### src/rtl/uart_rx_ctrl.sv
// ============================================================================
// uart_rx_ctrl : UART receive controller.
// It synchronises the RX line, detects the start bit and samples each bit at
// mid-bit. It drives the SIPO shift strobe and assembles the received byte.
// Revision: 1.0
// ============================================================================
`default_nettype none

module uart_rx_ctrl #(
  parameter int DATA_WIDTH = 8,
  parameter int OVERSAMPLE = 16
) (
  input  logic                  clk,
  input  logic                  reset,
  input  logic                  rx_in,
  input  logic                  tick,
  output logic                  rx_bit,
  output logic                  shift_en,
  output logic [DATA_WIDTH-1:0] data_out,
  output logic                  rx_valid,
  output logic                  frame_err,
  output logic                  busy
);

  localparam int SW = $clog2(OVERSAMPLE);
  localparam int BW = (DATA_WIDTH > 2) ? $clog2(DATA_WIDTH) : 1;
  localparam logic [SW-1:0] c_HALF  = SW'(OVERSAMPLE / 2 - 1);
  localparam logic [SW-1:0] c_LAST  = SW'(OVERSAMPLE - 1);
  localparam logic [BW-1:0] c_BLAST = BW'(DATA_WIDTH - 1);

  typedef enum logic [2:0] {
    S_IDLE  = 3'd0,
    S_START = 3'd1,
    S_DATA  = 3'd2,
    S_STOP  = 3'd3,
    S_BREAK = 3'd4
  } state_t;

  state_t                r_state;
  logic                  r_rx_meta;
  logic                  r_rx_s;
  logic [SW-1:0]         r_sample_cnt;
  logic [BW-1:0]         r_bit_cnt;
  logic [DATA_WIDTH-1:0] r_shift;

  always_ff @(posedge clk or posedge reset) begin
    if (reset) begin
      r_state      <= S_IDLE;
      r_rx_meta    <= 1'b1;
      r_rx_s       <= 1'b1;
      r_sample_cnt <= '0;
      r_bit_cnt    <= '0;
      r_shift      <= '0;
      rx_bit       <= 1'b0;
      shift_en     <= 1'b0;
      data_out     <= '0;
      rx_valid     <= 1'b0;
      frame_err    <= 1'b0;
      busy         <= 1'b0;
    end else begin
      r_rx_meta <= rx_in;
      r_rx_s    <= r_rx_meta;
      shift_en  <= 1'b0;
      rx_valid  <= 1'b0;
      frame_err <= 1'b0;
      if (tick) begin
        case (r_state)
          S_IDLE: begin
            if (!r_rx_s) begin
              r_state      <= S_START;
              r_sample_cnt <= '0;
              busy         <= 1'b1;
            end
          end
          S_START: begin
            if (r_sample_cnt == c_HALF) begin
              r_sample_cnt <= '0;
              r_bit_cnt    <= '0;
              if (!r_rx_s) begin
                r_state <= S_DATA;
              end else begin
                r_state <= S_IDLE;
                busy    <= 1'b0;
              end
            end else begin
              r_sample_cnt <= r_sample_cnt + 1'b1;
            end
          end
          S_DATA: begin
            if (r_sample_cnt == c_LAST) begin
              r_shift      <= {r_rx_s, r_shift[DATA_WIDTH-1:1]};
              rx_bit       <= r_rx_s;
              shift_en     <= 1'b1;
              r_sample_cnt <= '0;
              if (r_bit_cnt == c_BLAST) begin
                r_state <= S_STOP;
              end else begin
                r_bit_cnt <= r_bit_cnt + 1'b1;
              end
            end else begin
              r_sample_cnt <= r_sample_cnt + 1'b1;
            end
          end
          S_STOP: begin
            // Leaving at mid-stop gives half a bit of margin for the next start edge
            if (r_sample_cnt == c_LAST) begin
              r_sample_cnt <= '0;
              if (r_rx_s) begin
                data_out <= r_shift;
                rx_valid <= 1'b1;
                r_state  <= S_IDLE;
                busy     <= 1'b0;
              end else begin
                frame_err <= 1'b1;
                r_state   <= S_BREAK;
              end
            end else begin
              r_sample_cnt <= r_sample_cnt + 1'b1;
            end
          end
          S_BREAK: begin
            if (r_rx_s) begin
              r_state <= S_IDLE;
              busy    <= 1'b0;
            end
          end
          default: begin
            r_state <= S_IDLE;
            busy    <= 1'b0;
          end
        endcase
      end
    end
  end

endmodule

`default_nettype wire

### config.mk
export PLATFORM = sky130hd
export DESIGN_NAME = uart_rx_ctrl
export DESIGN_NICKNAME = d
export VERILOG_FILES = /design/src/rtl/uart_rx_ctrl.sv
export SDC_FILE = /design/constraint.sdc
export NUM_CORES = 1
export LEC_CHECK = 0
export BUFFER_PORTS_ARGS = -buffer_cell sky130_fd_sc_hd__buf_2
export CAP_MARGIN = 20
export CORE_MARGIN = 4
export CORE_UTILIZATION = 47
export CTS_BUF_LIST = sky130_fd_sc_hd__clkbuf_8 sky130_fd_sc_hd__clkbuf_16
export DETAILED_ROUTE_END_ITERATION = 8
export GPL_ROUTABILITY_DRIVEN = 1
export PLACE_DENSITY = 0.72
export RECOVER_POWER = 100
export SLEW_MARGIN = 15
export SYNTH_ARGS = -nofsm -noshare
export SYNTH_HDL_FRONTEND = slang
export SYNTH_SLANG_ARGS = --single-unit
### constraint.sdc
create_clock -name clk -period 1.93 [get_ports clk]
set_input_delay 0.386 -clock clk [delete_from_list [all_inputs] [get_ports clk]]
set_output_delay 0.386 -clock clk [all_outputs]
set_load 0.01 [all_outputs]
; Word level (Yosys, flattened, before mapping)
; Cells that the tools add are included.
[totals]
out_inout_bits = 13
in_bits = 4
ff_bits = 33
[classes]
n_eq_ne = 14
reduce_logical = 10
add_sub_neg = 2
n_mux = 33
n_bitwise = 1
[ops]
columns = cell, count
row1 = 2-to-1 mux 3 bit, 10
row2 = 2-to-1 mux 1 bit, 15
row3 = one-hot mux 3 bit (5 select lines), 1
row4 = inequality test 2 bit (second input constant), 7
row5 = 2-to-1 mux 4 bit, 3
row6 = one-hot mux 4 bit (3 select lines), 1
row7 = AND reduction 5 bit, 2
row8 = AND reduction 7 bit, 1
row9 = equality test 3 x 2 -> 1 bit (second input constant), 2
row10 = equality test 3 bit (second input constant), 2
row11 = one-hot mux 3 bit (2 select lines), 1
row12 = AND reduction 3 bit, 2
row13 = one-hot mux 1 bit (5 select lines), 1
row14 = adder 4 x 1 -> 4 bit (second input constant), 1
row15 = equality test 4 x 3 -> 1 bit (second input constant), 1
row16 = equality test 4 bit (second input constant), 1
row17 = AND reduction 4 bit, 1
row18 = adder 3 x 1 -> 3 bit (second input constant), 1
row19 = equality test 3 x 1 -> 1 bit (second input constant), 1
row20 = zero test 3 bit, 1
row21 = nonzero test 3 bit, 1
row22 = 2-to-1 mux 2 bit, 1
row23 = nonzero test 2 bit, 1
row24 = OR reduction 2 bit, 1
row25 = inverter 1 bit, 1

; Logic depth before layout (Yosys ltp)
[depth]
word_depth = 4
ltp_mapped = 6
ltp_nobuf = 5

; Worst setup path after synthesis
; No wires, ideal clock.
[synth_path]
kind = reg2reg
start = reg r_sample_cnt[0]
end = reg data_out[0]
period_less_slack_ns = 1.676
arrival_time_ns = 1.551
required_ns = 1.805
n_path_buf = 0
stages_incl_launch_ff = 6
setup_slack_ns = 0.254
path_cell_list = dfrtp_1 > ha_1 > and3_4 > nand2_2 > nor3_4 > mux2_2
[synth_between]
elab_chain_cells = 2
[synth_lines]
columns = item, line_no
row1 = "start, declared", 42  ; logic [SW-1:0] r_sample_cnt;
row2 = "start signal, assigned", 86  ; r_sample_cnt <= r_sample_cnt + 1'b1;
row3 = "start signal, assigned", 101  ; r_sample_cnt <= r_sample_cnt + 1'b1;
row4 = "start signal, assigned", 118  ; r_sample_cnt <= r_sample_cnt + 1'b1;
row5 = equality test 4 bit, 106  ; if (r_sample_cnt == c_LAST) begin
row6 = AND reduction 4 bit (no line), -
row7 = "end signal, assigned", 109  ; data_out <= r_shift;
row8 = "end, declared", 19  ; output logic [DATA_WIDTH-1:0] data_out,
; Every way passes these cells.
; A chain may end at the register's enable or synchronous reset.

; Worst setup path in the final report
[layout_path]
start = reg r_sample_cnt[0]
end = reg data_out[3]
; Same word-level chain as after synthesis.

==> out/summary.txt <==
Simple-Gate Fraction of Synth Area = 0.119
DRC viols = 0
Syn_area_per_cell = 12.5 µm²
Final min period = 1.78 ns
Worst-Skew Late Latency = 0.28 ns
Setup TNS = 0 ns
Final Setup Violations = 0
Post-synth cell types = 36
PwrDens = 1130 nW/µm²
Clk slew on worst S/H paths = 0.07 ns
Largest family of logic cells by synthesized area = multiplexers
Critical path class = reg2reg
Fin area = 1650 µm²
Die width = 63.0 µm
RSZ-0062 raised after global routing = no
Layout fillers = 233
XOR/XNOR Fraction of Synth Area = 0.0123
Final core utilization = 0.584
Dpl cell area = 1580 µm²
Nets@finish = 145
CP Launch Type = flop
Total global routing overflow = 0
Post-CTS setup buffers = 0
Via/cell ratio = 5.44
Largest net degree at the start of global routing = 33
VDD IR max = 0.679 mV
Initial antenna violation count = 0
Detail Route Antenna Nets = 0
Outcome = complete, no violations
Layout cell share with drive strength beyond 1 = 0.266
Hold Path Class = in2reg
Max Cap Violations = 0
First-pass GRT wire length = 4310 µm
Num rows = 19
Routed len/inst = 14.1 µm
P_leak = 0.812 nW
Post-synthesis mux area share = 0.156
Max-slew headroom = 0.498
Htree depth = 2
FMAX = 0.562 GHz
CTS Buf Count = 5
Crit. End Element = flop
Mapped Nets = 121
Post-synthesis compound-gate area fraction = 0.0934
Share of synthesized registers carrying an async set or reset = 1.00
DP Wirelength = 1730 µm
CTS root buffer = clkbuf_8
Vias in the first global route = 947
Top_reg_cell synth = dfrtp_1
WP data required = 2.10 ns
Adder-cell share of the synthesized area = 0.0264
Initial DRC count = 10
Worst clock skew = 0.00611 ns
FF+latch count, synth = 32
Max clock buf depth = 2
Ys Warns = 0
Sequential fraction of the synthesis area = 0.566
P&R area growth vs syn = 16.3%
GP Congestion = 0.816
# IOs = 17
Post-route insts no fill = 170
Reg2Reg Launch Point = r_sample_cnt[0]
Netlist Area Pre-Place = 1420 µm²
Die H = 63.0 µm
Port bufs = 16
Die area = 3970 µm²
Core footprint = 2830 µm²
Fin crit share = 0.922
Wirelength, routed = 2400 µm
Synth Instances = 114
Hold path startpoint = rx_in
Antenna cells = 0
WP data arrival = 1.95 ns
First drt pass iteration count = 4
Worst-path fanout max = 9
Worst Max-Slew Pin Slew = 0.753 ns
DP Cell Count = 162
TritonCTS clock tree = done
Vias = 925
All-Layer GR Usage = 0.141
Final Hold Fails = 0
CTS sink count = 32
Post-synth EDFFs = 0
Count of hold-fix buffers inserted at cts = 0
Max-slew violations = 0
Crit path from = r_sample_cnt[0]
Post_cts resized = 0
Initial core utilization = 0.502
worst paths after layout:
kind                                         to  slack, ns  cells after the start
worst min register to register           r_rx_s       0.36                      0
worst max register to register      data_out[3]       0.15                      6
worst min-delay path                  r_rx_meta       0.20                      1
min in group asynchronous           data_out[4]       0.30                      3
worst max-delay path                data_out[3]       0.15                      6
max in group asynchronous       r_sample_cnt[3]       1.14                      3
registers in the layout, summed over array words and instances (netlist names):
register / cells
busy: 1
data_out: 8
frame_err: 1
r_bit_cnt: 3
r_rx_meta: 1
r_rx_s: 1
r_sample_cnt: 4
r_shift: 7
r_state: 3
rx_bit: 1
rx_valid: 1
shift_en: 1
final cells by class:
cell class | count | area (µm²) | share of cell area
clock buffer | 5 | 68.8 | 0.0417
clock inverter | 3 | 42.5 | 0.0258
inverter | 5 | 18.8 | 0.0114
multi-input combinational | 73 | 571 | 0.345
sequential | 32 | 803 | 0.486
tap | 31 | 38.8 | 0.0235
timing repair buffer | 21 | 109 | 0.0659
stage by stage:
step | hold WS (ns) | setup slack (ns) | total power, mW
after floorplan | 0.345 | 0.254 | 1.17
after global placement | 0.349 | 0.249 | 1.26
after detailed placement | 0.351 | 0.199 | 1.28
after CTS | 0.170 | 0.188 | 1.92
after global routing | 0.184 | 0.0591 | 2.00
final | 0.200 | 0.150 | 1.87
worst max-delay path, cell delays in order (launching register included):
cell and delay (ns):
dfrtp_1 0.38, ha_1 0.25, and3_1 0.22, nand2_1 0.12, nor3_4 0.22, buf_12 0.15
mux2_2 0.33
cell usage after synthesis, types with 2 or more instances:
cell	n	area [µm²]
dfstp_2	2	52.6
inv_1	5	18.8
nor3_1	3	15.0
a21oi_1	2	10.0
mux2_2	17	191
xnor2_1	2	17.5
dfrtp_1	30	751
ha_1	3	37.5
clkbuf_1	2	7.51
nand2b_1	4	25.0
nand2_1	8	30.0
nand3_1	2	10.0
nor2_1	4	15.0
o21ai_0	5	25.0
mux2i_1	3	30.0
and3_1	2	12.5
placed cells by master (no fill, tap or decap), types with 2 or more instances in the layout:
master | Yosys | layout
dfrtp_1 | 30 | 30
mux2_2 | 17 | 17
clkbuf_1 | 2 | 13
nand2_1 | 8 | 9
inv_1 | 5 | 5
o21ai_0 | 5 | 5
clkbuf_8 | 0 | 5
nand2b_1 | 4 | 4
nor2_1 | 4 | 4
and3_1 | 2 | 3
nor3_1 | 3 | 3
mux2i_1 | 3 | 3
ha_1 | 3 | 3
buf_2 | 1 | 3
xnor2_1 | 2 | 2
nand3_1 | 2 | 2
a21oi_1 | 2 | 2
clkbuf_2 | 0 | 2
buf_4 | 1 | 2
dfstp_2 | 2 | 2
routing by layer:
metal	part of all wire	vias up	GRT usage
met5	0	-	0
met4	0.015	0	0.0579
met3	0.050	3	0.0594
met2	0.47	20	0.216
met1	0.47	447	0.174
li1	-	455	-
where the power goes:
group          switching [mW]  total (mW)  internal [mW]
clock network           0.240       0.622          0.381
registers              0.0821       0.847          0.764
logic                   0.215       0.403          0.188
total                   0.538        1.87           1.33
cells by family (layout without fill, tap and decap cells):
| group | Yosys count | after routing |
|---|---|---|
| adder cells (fa/ha/maj) | 3 | 3 |
| AND/OR/NAND/NOR | 30 | 30 |
| multiplexers | 20 | 20 |
| flip-flops | 32 | 32 |
| XOR/XNOR | 2 | 2 |
| buffers and inverters | 9 | 34 |
| AO/OA/AOI/OAI | 18 | 18 |
Power figures use the tool's default switching activity.
